<file path="config.mk">
export PLATFORM = sky130hd
export DESIGN_NAME = gtp_frame_rx
export DESIGN_NICKNAME = d
export VERILOG_FILES = /design/src/rtl/gtp_frame_rx.sv
export SDC_FILE = /design/constraint.sdc
export NUM_CORES = 1
export LEC_CHECK = 0
export BUFFER_PORTS_ARGS = -buffer_cell sky130_fd_sc_hd__buf_2
export CAP_MARGIN = 30
export CORE_MARGIN = 1
export CORE_UTILIZATION = 40
export CTS_CLUSTER_SIZE = 16
export DETAILED_ROUTE_END_ITERATION = 6
export GPL_ROUTABILITY_DRIVEN = 0
export GPL_TIMING_DRIVEN = 0
export PLACE_DENSITY = 0.65
export SYNTH_ARGS = -nofsm -noshare
export SYNTH_HDL_FRONTEND = slang
export SYNTH_SLANG_ARGS = --single-unit
</file>
<file path="constraint.sdc">
create_clock -name CLK -period 4.8 [get_ports CLK]
set_input_delay 0.96 -clock CLK [delete_from_list [all_inputs] [get_ports CLK]]
set_output_delay 0.96 -clock CLK [all_outputs]
set_load 0.05 [all_outputs]
</file>
<file path="src/rtl/gtp_frame_rx.sv">
// gtp_frame_rx: GTP lane deframer (link lock, frame delineation, length/checksum check).
// Define GTPRX_CSUM_EN to compare the EOF checksum byte; otherwise any EOF completes the frame.
module gtp_frame_rx #(
    parameter int MAXLEN  = 1024,
    parameter int LOCKCNT = 16
) (
    input  logic        CLK,
    input  logic        RST_N,
    input  logic [15:0] RXDATA,
    input  logic [1:0]  RXCHARISK,
    input  logic [1:0]  RXDISPERR,
    input  logic [1:0]  RXNOTINTABLE,
    input  logic [1:0]  RXLOSSOFSYNC,
    output logic        LINK_UP,
    output logic [15:0] DOUT,
    output logic        DVALID,
    output logic        SOP,
    output logic        EOP,
    output logic        FRAME_OK,
    output logic        FRAME_ERR,
    output logic [15:0] ERRCNT
);
    localparam int LW = $clog2(MAXLEN + 1);
    localparam int CW = $clog2(LOCKCNT + 1);
    localparam logic [2:0] S_LINKDOWN = 3'd0;
    localparam logic [2:0] S_IDLE     = 3'd1;
    localparam logic [2:0] S_LEN      = 3'd2;
    localparam logic [2:0] S_DATA     = 3'd3;
    localparam logic [2:0] S_EOF      = 3'd4;

    logic [2:0]    state, state_nx;
    logic [CW-1:0] lock_cnt, lock_nx;
    logic [LW-1:0] len, cnt;
    logic          ok_nx, err_nx, dv_nx, csum_ok;
    logic          unused_los0;

    wire k0       = RXCHARISK == 2'b01;
    wire is_data  = RXCHARISK == 2'b00;
    wire is_idle  = k0 && RXDATA == 16'h50BC;
    wire is_sof   = k0 && RXDATA[7:0] == 8'hFB;
    wire is_eof   = k0 && RXDATA[7:0] == 8'hFD;
    wire code_err = |{RXDISPERR, RXNOTINTABLE};
    wire los      = RXLOSSOFSYNC[1];
    wire len_ok   = is_data && RXDATA != 16'd0 && RXDATA <= 16'(MAXLEN);
    wire last     = cnt == len - LW'(1);
    wire in_frame = state == S_LEN || state == S_DATA || state == S_EOF;

    assign unused_los0 = RXLOSSOFSYNC[0];

`ifdef GTPRX_CSUM_EN
    logic [7:0] csum;
    assign csum_ok = csum == RXDATA[15:8];
`else
    assign csum_ok = 1'b1;
`endif

    // Priority: loss of sync, then code error inside a frame, then per-state decode.
    always_comb begin
        state_nx = state;
        lock_nx  = lock_cnt;
        ok_nx    = 1'b0;
        err_nx   = 1'b0;
        dv_nx    = 1'b0;
        if (los) begin
            state_nx = S_LINKDOWN;
            lock_nx  = '0;
            err_nx   = in_frame;
        end else if (state == S_LINKDOWN) begin
            lock_nx  = (is_idle && !code_err) ? lock_cnt + 1'b1 : '0;
            if (is_idle && !code_err && lock_cnt == CW'(LOCKCNT - 1)) begin
                state_nx = S_IDLE;
                lock_nx  = '0;
            end
        end else if (code_err && in_frame) begin
            state_nx = S_IDLE;
            err_nx   = 1'b1;
        end else begin
            case (state)
                S_IDLE: state_nx = is_sof ? S_LEN : S_IDLE;
                S_LEN: begin
                    state_nx = len_ok ? S_DATA : S_IDLE;
                    err_nx   = !len_ok;
                end
                S_DATA: begin
                    dv_nx    = is_data;
                    err_nx   = !is_data;
                    state_nx = is_data ? (last ? S_EOF : S_DATA) : (is_sof ? S_LEN : S_IDLE);
                end
                S_EOF: begin
                    ok_nx    = is_eof && csum_ok;
                    err_nx   = !(is_eof && csum_ok);
                    state_nx = is_sof ? S_LEN : S_IDLE;
                end
                default: state_nx = S_LINKDOWN;
            endcase
        end
    end

    always_ff @(posedge CLK or negedge RST_N) begin
        if (!RST_N) begin
            state     <= S_LINKDOWN;
            lock_cnt  <= '0;
            len       <= '0;
            cnt       <= '0;
            LINK_UP   <= 1'b0;
            DOUT      <= '0;
            DVALID    <= 1'b0;
            SOP       <= 1'b0;
            EOP       <= 1'b0;
            FRAME_OK  <= 1'b0;
            FRAME_ERR <= 1'b0;
            ERRCNT    <= '0;
        end else begin
            state     <= state_nx;
            lock_cnt  <= lock_nx;
            LINK_UP   <= state_nx != S_LINKDOWN;
            DOUT      <= dv_nx ? RXDATA : '0;
            DVALID    <= dv_nx;
            SOP       <= dv_nx && cnt == '0;
            EOP       <= dv_nx && last;
            FRAME_OK  <= ok_nx;
            FRAME_ERR <= err_nx;
            if (state == S_LEN && state_nx == S_DATA) begin
                len <= RXDATA[LW-1:0];
                cnt <= '0;
            end else if (dv_nx) begin
                cnt <= cnt + 1'b1;
            end
            if (code_err && LINK_UP && ERRCNT != 16'hFFFF)
                ERRCNT <= ERRCNT + 1'b1;
        end
    end

`ifdef GTPRX_CSUM_EN
    always_ff @(posedge CLK or negedge RST_N) begin
        if (!RST_N)
            csum <= '0;
        else if (state == S_LEN && state_nx == S_DATA)
            csum <= '0;
        else if (dv_nx)
            csum <= csum ^ RXDATA[15:8] ^ RXDATA[7:0];
    end
`endif
endmodule

</file>
==> results of run 1 <==
-- worst paths after layout --
kind,cells after the start,slack (ns),endpoint
min in group asynchronous,1,0.73,DVALID
hold reg to reg,2,0.48,lock_cnt[4]
hold / removal,2,0.48,lock_cnt[4]
max in group asynchronous,1,3.51,cnt[8]
setup / recovery,9,1.89,LINK_UP
setup reg to reg,9,1.89,LINK_UP
-- kinds of logic (layout without fill, tap and decap cells) --
kind of cell	Yosys count	after routing	share of synthesized area (%)
simple gates	149	149	23.8
flops	68	68	49.1
xor+xnor	41	41	10.4
compound gates	38	38	7.01
fa+ha+maj	6	6	2.17
mux	12	12	4.05
buf+inv	22	100	3.43
-- power by group --
part	internal (mW)	switching (mW)
clock	0.239	0.226
sequential	0.584	0.0148
combinational	0.0299	0.0790
total	0.853	0.319
-- state kept, by name, indices dropped and copies added (netlist names) --
register	count
cnt	11
DOUT	16
lock_cnt	5
FRAME_OK	1
ERRCNT	16
FRAME_ERR	1
DVALID	1
state	3
SOP	1
EOP	1
LINK_UP	1
len	11
-- tightest hold or removal path, cell delays in order (launching register included) --
cell	delay (ns)
dfrtp_1	0.35
nand2_1	0.04
o21ai_0	0.06
-- layer usage --
metal | routed length [microns] | global-route usage [%]
met1 | 3650 | 24.5
met5 | 0 | 0
met3 | 380 | 4.47
met2 | 3370 | 28.4
met4 | 118 | 6.94
-- through the flow --
step	setup WS (ns)	util (%)
after floorplan	1.88	-
after global placement	1.56	47.1
after detailed placement	1.54	47.1
after global routing	1.72	49.4
after CTS	1.85	49.4
final	1.89	49.4
-- final cells by class --
| cell class | instances | area (sq um) | share of cell area, % |
|---|---|---|---|
| Buffer | 13 | 85.1 | 2.08 |
| Clock buffer | 10 | 128 | 3.11 |
| Clock inverter | 6 | 65.1 | 1.59 |
| Inverter | 9 | 33.8 | 0.824 |
| Multi-Input combinational cell | 246 | 1640 | 40.1 |
| Sequential cell | 68 | 1700 | 41.5 |
| Tap cell | 105 | 131 | 3.20 |
| Timing Repair Buffer | 62 | 313 | 7.63 |
-- placed cells by master (no fill, tap or decap), types with 3 or more instances in the layout --
cell type	count
o21ai_0	13
and2_1	23
clkinvlp_4	4
nor2_1	33
nor3_1	9
mux2_2	8
or3_1	4
clkbuf_1	6
xnor2_1	27
buf_2	63
nor2b_1	4
inv_1	9
nor4_2	4
dfrtp_1	68
a21oi_1	4
nand2_1	26
nand3_1	12
clkbuf_8	9
buf_6	4
ha_1	6
nand4_1	7
and3_1	7
a31oi_1	4
nor4_1	3
xor2_1	14
==> results.md, run 1 <==
* Status: finished clean
* Startpoint Class: flip-flop
* Area leader, netlist: dfrtp_1
* Post-DP Area at 0.00391 sq mm
* Crit. End Element: flip-flop
* Row cnt at 33
* Vias in the first global route at 2,541
* Die X at approximately 95 microns
* Design area at 0.00410 sq mm
* Final setup viols at 0
* TritonCTS clock tree: built
* Number of port buffers at 62
* Final min period at 2.91 ns
* Initial antenna violation count at 1
* Yosys reg bits at between 60 and 70
* Post-Syn Area at 0.00346 sq mm
* Setup CP Type: flip-flop to flip-flop
* Syn_area_per_cell at 10.3 sq um
* Die height at 95.1 microns
* Yosys warning count at 0
* Synth cell types at 52
* Peak supply drop at 0.000167 V
* DRT Pass-1 Iters at 4
* Leak at 2.02 nW
* Hold WS at 0.484 ns
* Mapped Cells at 336
* Filler cells at 777
* Worst skew pair latency at about 0.34 ns
* Post-CTS sizing at 0
* Setup Buffers After CTS at 0
* Crit path cell chain: inv_1 -> ha_1 -> or3b_1 -> buf_6 -> xnor2_1 -> a2111oi_0 -> nor3_1 -> or3_1 -> or3_1
* Clk pin slew, worst setup/hold paths at 0.08 ns
* CP required at 5.01 ns
* Fmax at ~0.34 GHz
* Overflow after GRT at 0
* Final Cycle Share at 60.7%
* Vias at roughly 2,600
* Via density at 5.10
* CP arrival at 3.12 ns
* Final Non-Filler Cells at around 520
* Max cap viols at 0
* Worst slew margin at a little over two fifths
* CP Launch Point: len[0]
* CTS Buf Count at 9
* Most used cell, CP: or3_1
* Max-slew violation count at 0
* Total Wirelength at 7.51 mm
* Final setup TNS at 0 ns
* Most frequent cell after synthesis: dfrtp_1
* Power density over the cells at 286 mW/mm^2
* Least-Margin Pin Slew at 0.856 ns
* Prevailing post-synth register cell: dfrtp_1
* Worst r2r src: len[0]
* Post-synth top cells: 68 x dfrtp_1, 33 x nor2_1, 27 x xnor2_1
* CP max-delay cell: a2111oi_0
* Clk sinks at 68
* HP Start: lock_cnt[4]
* Critical path's largest stage delay at 0.54 ns
* Clk_skew at 0.00705 ns
* Htree depth at 3
* Pwr Total at 1.17 mW
* Placed Instances at roughly 500
* P&R area growth vs syn at 18.4%
* Post-DP HPWL at 5.42 mm
* DRC Markers at 0
* Hold Crit Class: flip-flop to flip-flop
* DR iter-0 viols at 182
* # IOs at 64
* CTS root buf: clkbuf_8
* CTS max path bufs at 2
* Post-synth top area share at 49.1%
* Hold Vio Cnt, Final at 0
* Post-CTS Hold Buffers at 0
* Fin nets at 441
* EDFF count, synth at 0
* RSZ-0062 raised after global routing: no
* CP delay by family, top: simple AND/OR/NAND/NOR gates
* Full die area at roughly 0.009 sq mm
* Mapped Nets at 368
* Ant diodes at 0
* First-pass GRT wire length at 12.4 mm
* Layout cells sized above 1 at 24.4%
* Starting Density at 41.7%
* Post-DRT Antenna Nets at 0
* Sequential-to-total area share from yosys stat at 49.1%
* Total core area at slightly above 0.008 sq mm
* Crit Path Max Fanout at 8
* Async S/R FF share, synth at 100%
* Synth top area cells: dfrtp_1 49%, xnor2_1 6.8%, and2_1 4.2%
* Crit path buf inv count at 2
* Total global-route track usage at a little under a fifth
* WL/cell at 14.5 microns
* Largest net degree at the start of global routing at 69
Note: power is estimated with default switching activity, not from simulation.
==> inputs of run 2 (changes only) <==
Settings changed: ABC_AREA set to 1, PLACE_DENSITY 0.65 to 0.64.
Clock period 4.8 ns to 2.7 ns, I/O delays scaled along.
==> results.md, run 2 <==
* Combinational share of power at 4.6%
* Yosys warning count at 0
* Sequential-to-total area share from yosys stat at roughly 47%
* Layout cells sized above 1 at 19.5%
* WL/cell at 12.5 microns
* Worst slew margin at 44.6%
* M1 GR Usage at 24.9%
* Yosys reg bits at 68
* Total global-route track usage at 18.2%
* FF-to-FF path depth at 18
* Fmax at 0.412 GHz
* Die height at 97.5 microns
* Total core area at 0.00876 sq mm
* Clk pin slew, worst setup/hold paths at around 0.080 ns
* Async S/R FF share, synth at 100%
* Filler cells at 855
* Least-Margin Pin Slew at 0.831 ns
* Top Usage Layer GRT: met2
* Power density over the cells at 481 mW/mm^2
* CTS root buf: clkbuf_8
* Mapped Cells at 456
* Reg-to-reg endpoint: cnt[7]
* First-pass GRT wire length at between 10 and 15 mm
* Crit Path Max Fanout at 10
* Commonest non-fill, non-tap cell in the layout: nand2_1
* Starting Density at a little over two fifths
* Top Registers: DOUT: 16 flops, ERRCNT: 16 flops
* CP arrival at 2.66 ns
* Row cnt at 34
* CTS Buf Count at 9
* Leak at 2.42 nW
* Commonest non-fill, non-tap cells in the layout: 113 x nand2_1, 68 x dfrtp_1, 63 x inv_1
* Clock power share at 46.1%
* Clk sinks at 68
* Pint at roughly 1.6 mW
* Hold Vio Cnt, Final at 0
* Util after Layout at 49.4%
* Mapped Nets at 488
* Synth cell types at 30
* P&R area growth vs syn at 18.7%
* DRC Markers at 0
* Area leader, netlist: dfrtp_1
* Post-synth top area share at between 40% and 50%
* Overflow after GRT at 0
* DRT Pass-1 Iters at 4
* Crit path cell chain: inv_1 -> ha_1 -> inv_1 -> nor2_1 -> nand4_1 -> nand2_1 -> nand2_1 -> nand2_1 -> nor2_1 -> nand3_2 -> nand3_1 -> nand2_1 -> nand2_1 -> a21oi_4 -> nand2_4 -> inv_2 -> buf_6 -> nor2_2
* Pre-CTS WS at approximately 0.23 ns
* Most used cell, CP: nand2_1
* Met2 Usage GRT at 28.5%
* Max cap viols at 0
* Peak supply drop at 0.000252 V
* Status: finished clean
* Post-DP Area at 0.00410 sq mm
* Largest net degree at the start of global routing at 69
* Post-synth top cells: 113 x nand2_1, 68 x dfrtp_1, 63 x inv_1
* Switch Pwr at 462 uW
* EDFF count, synth at 0
* Final setup viols at 0
* Prevailing post-synth register cell: dfrtp_1
* TritonCTS clock tree: built
* Clk_skew at 0.00739 ns
* Hold Crit Class: input port to async pin
* Flop pwr share at 49.4%
* Final setup TNS at 0 ns
* Total Wirelength at 8.04 mm
* Via density at 4.85
* Crit. End Element: flip-flop
* Sw Ratio at 22.2%
* Final Cycle Share at 89.9%
* # IOs at 64
* DR iter-0 viols at approximately 180
* Initial antenna violation count at 0
* Die X at 97.5 microns
* Setup CP Type: flip-flop to flip-flop
* Final min period at 2.43 ns
* Design area at 0.00433 sq mm
* Max-slew violation count at 0
* Most frequent cell after synthesis: nand2_1
* Final worst slack at 0.272 ns
* Post-DRT Antenna Nets at 0
* CTS max path bufs at 2
* CP Launch Point: len[0]
* Fin nets at 561
* Setup Buffers After CTS at 0
* Number of port buffers at between 60 and 70
* RSZ-0062 raised after global routing: no
* Reg-to-reg slack, setup at 0.27 ns
* Vias in the first global route at 3,069
* Post-CTS Hold Buffers at 0
* Syn_area_per_cell at 8.00 sq um
* Full die area at 0.00951 sq mm
* Startpoint Class: flip-flop
* Vias at a little over 3,000
* M3 GR Usage at 3.74%
* Critical path's largest stage delay at 0.41 ns
* Post-Syn Area at 0.00365 sq mm
* Post-DP HPWL at a little over 6 mm
* CP max-delay cell: dfrtp_1
* Post-CTS sizing at 0
* Hold WS at 0.285 ns
* Worst skew pair latency at 0.35 ns
* Worst r2r src: len[0]
* Ant diodes at 0
* Htree depth at 3
* CP required at 2.93 ns
* Synth top area cells: dfrtp_1 47%, nand2_1 12%, inv_1 6.5%
==> run 2: metrics by stage <==
stage / instances / power (mW)
final: 642 / 2.08
after global routing: 642 / 2.16
after global placement: 626 / 1.14
after detailed placement: 626 / 1.14
after CTS: 642 / 2.11
after floorplan: 456 / 1.08
==> run 2: worst max-delay path: cells and delay by family (launching register included) <==
| family | cells | cell delay (ns) |
|---|---|---|
| adder cells (fa/ha/maj) | 1 | 0.21 |
| flip-flops | 1 | 0.41 |
| AND/OR/NAND/NOR | 12 | 1.07 |
| AO/OA/AOI/OAI | 1 | 0.22 |
| buffers and inverters | 4 | 0.41 |
==> run 2: power groups by stage <==
stage	clock, mW	sequential, mW	combinational [mW]
final	0.959	1.03	0.0951
after global routing	1.03	1.03	0.108
after CTS	0.990	1.03	0.0979
after detailed placement	0	1.05	0.0973
after global placement	0	1.05	0.0950
after floorplan	0	1.06	0.0217
==> run 2: cells by family (layout without fill, tap and decap cells) <==
family                   after synthesis  after routing  synth area share [%]
AO/OA/AOI/OAI                         15             15                  2.64
XOR/XNOR                              29             29                  6.96
adder cells (fa/ha/maj)                6              6                  2.06
buffers and inverters                 70            148                  7.92
flip-flops                            68             68                  46.6
AND/OR/NAND/NOR                      268            268                  33.8
==> run 2: worst max-delay path by stage <==
stage / cells past startpoint / slack, ns / to
6_report: 18 / 0.27 / cnt[7]
5_1_grt: 9 / 0.06 / cnt[9]
4_1_cts: 18 / 0.26 / cnt[7]
3_5_place_dp: 10 / 0.23 / cnt[9]
3_3_place_gp: 10 / 0.25 / cnt[9]
2_1_floorplan: 12 / 0.41 / ERRCNT[15]
==> run 2: layout make-up <==
class | instances | area [sq um] | share of cell area, %
multi-input cells | 318 | 1660 | 38.3
plain buffers | 6 | 48.8 | 1.13
clock buffers | 11 | 151 | 3.50
clock inverters | 5 | 83.8 | 1.94
flip-flops and latches | 68 | 1700 | 39.3
well taps | 108 | 135 | 3.12
repair buffers | 62 | 313 | 7.22
inverters | 64 | 240 | 5.55
==> run 2: layer usage <==
| metal | wire length, microns | vias to the layer above |
|---|---|---|
| met5 | 0 | - |
| met4 | 119 | 0 |
| met3 | 427 | 11 |
| met2 | 3650 | 79 |
| met1 | 3850 | 1439 |
| li1 | - | 1585 |
==> inputs of run 3 (changes only) <==
Settings changed: PLACE_DENSITY 0.64 to 0.67.
Clock period 2.7 ns to 2 ns, I/O delays scaled along.
==> results.md, run 3 (same netlist as run 2, synthesis figures left out) <==
* CTS Buf Count at 9
* CP max-delay cell: dfrtp_1
* Startpoint Class: flip-flop
* Max cap viols at 0
* Die X at 97.5 microns
* Post-DP Area at 0.00416 sq mm
* Critical path's largest stage delay at 0.39 ns
* Final Cycle Share at 111%
* Fin nets at 576
* Crit Path Max Fanout at 5
* CTS root buf: clkbuf_8
* Leak at 2.48 nW
* Row cnt at 34
* Power density over the cells at 581 mW/mm^2
* Ant diodes at 0
* CP arrival at roughly 2.4 ns
* Hold Vio Cnt, Final at 0
* Clk pin slew, worst setup/hold paths at ~0.09 ns
* Filler cells at 804
* Full die area at 0.00951 sq mm
* Post-DRT Antenna Nets at 0
* Vias at 3,246
* Top Registers: DOUT: 16 flops, ERRCNT: 16 flops
* Final worst slack at -0.212 ns
* Setup CP Type: flip-flop to flip-flop
* Hold Crit Class: input port to async pin
* Commonest non-fill, non-tap cells in the layout: 106 x nand2_1, 63 x dfrtp_1, 61 x buf_2
* Design area at 0.00459 sq mm
* Total Wirelength at 8.70 mm
* Worst slew margin at 43.1%
* Clk sinks at 68
* CP delay by family, top: simple AND/OR/NAND/NOR gates
* Layout cells sized above 1 at about 28%
* Crit path buf inv count at 6
* Die height at 97.5 microns
* Htree depth at 3
* Post-CTS Hold Buffers at 0
* RSZ-0062 raised after global routing: yes
* DR iter-0 viols at 178
* CP Launch Point: len[1]
* DRC Markers at 0
* Final setup viols at 23
* Pre-CTS WS at -0.305 ns
* Peak supply drop at 0.000308 V
* Worst r2r src: len[1]
* First-pass GRT wire length at 14.4 mm
* Max-slew violation count at 0
* Largest net degree at the start of global routing at between 60 and 70
* Util after Layout at 52.4%
* Final setup TNS at -4.46 ns
* Worst skew pair latency at roughly 0.35 ns
* Starting Density at about two fifths
* Total core area at 0.00876 sq mm
* Fmax at 0.452 GHz
* Initial antenna violation count at 0
* Number of port buffers at 62
* Least-Margin Pin Slew at 0.853 ns
* Commonest non-fill, non-tap cell in the layout: nand2_1
* Via density at between 4 and 5
* Most used cell, CP: nand2_1
* CTS max path bufs at 2
* Total global-route track usage at 18.9%
* Crit path cell chain: inv_2 -> buf_4 -> buf_4 -> nand3_2 -> nor2_4 -> nand2_1 -> nand2_1 -> nand2_1 -> inv_1 -> nor2_1 -> nand3_2 -> nand3_1 -> nand2_1 -> nand2_2 -> a21oi_4 -> nand2_4 -> inv_6 -> buf_8 -> nor2_2
* WL/cell at about 13 microns
* CP required at 2.23 ns
* Final min period at 2.21 ns
* P&R area growth vs syn at 25.8%
* Clk_skew at 0.0138 ns
* Vias in the first global route at 3,072
* Overflow after GRT at 0
* TritonCTS clock tree: built
* # IOs at 64
* Post-DP HPWL at 6.13 mm
* Status: finished with violations
* Failing checks: setup timing
* DRT Pass-1 Iters at 5
* Crit. End Element: flip-flop
run 3: changes by cell type in the layout (fill, tap and decap cells not counted), sizes merged:
cell	change
buf	+16
inv	+1
clkbuf	-3
clkinv	+1
bufinv	-1
clkinvlp	+1
run 3: final timing paths:
check	to	slack (ns)	cells after the start
max in group asynchronous	len[3]	1.23	1
worst min register to register	ERRCNT[15]	0.49	1
worst max-delay path	cnt[7]	-0.21	19
worst min-delay path	ERRCNT[7]	0.14	1
worst max register to register	cnt[7]	-0.21	19
min in group CLK	DOUT[15]	0.30	3
run 3: area by class of cell:
cell class	instances	area, sq um	area share (%)
multi-input cells	318	1800	39.2
flip-flops and latches	68	1710	37.2
repair buffers	78	453	9.87
inverters	64	245	5.34
well taps	108	135	2.95
clock buffers	9	124	2.70
clock inverters	7	75.1	1.64
plain buffers	5	50.0	1.09
run 3: per-layer routing:
layer	vias to the layer above	track usage, %	share of wire [%]
li1	1611	-	-
met5	-	0	0
met1	1528	26.0	45
met4	0	6.45	1.7
met3	16	3.74	5.2
met2	91	29.7	48
run 3: repair_timing:
item | in CTS | in global routing
cloned | 1 | 0
resized for setup | 17 | 15
setup endpoints to repair | 30 | 34
pin swaps | 3 | 4
setup buffers | 7 | 8
run 3: power breakdown:
| part | switching, mW | internal [mW] |
|---|---|---|
| Sequential | 0.00961 | 1.38 |
| Combinational | 0.0962 | 0.0371 |
| Clock | 0.564 | 0.579 |
run 3: per-stage QoR:
stage               total power, mW  hold WS, ns  instances
floorplan                      1.47        0.104        456
global placement               1.55        0.466        626
detailed placement             1.55        0.479        626
CTS                            2.70        0.180        650
global route                   2.77        0.215        657
finish                         2.67        0.142        657
run 3: worst reg2reg max path, delay by kind of cell, from the launching register on:
family,cells,cell delay (ns)
simple gates,12,0.94
buf+inv,6,0.56
flops,1,0.39
compound gates,1,0.21
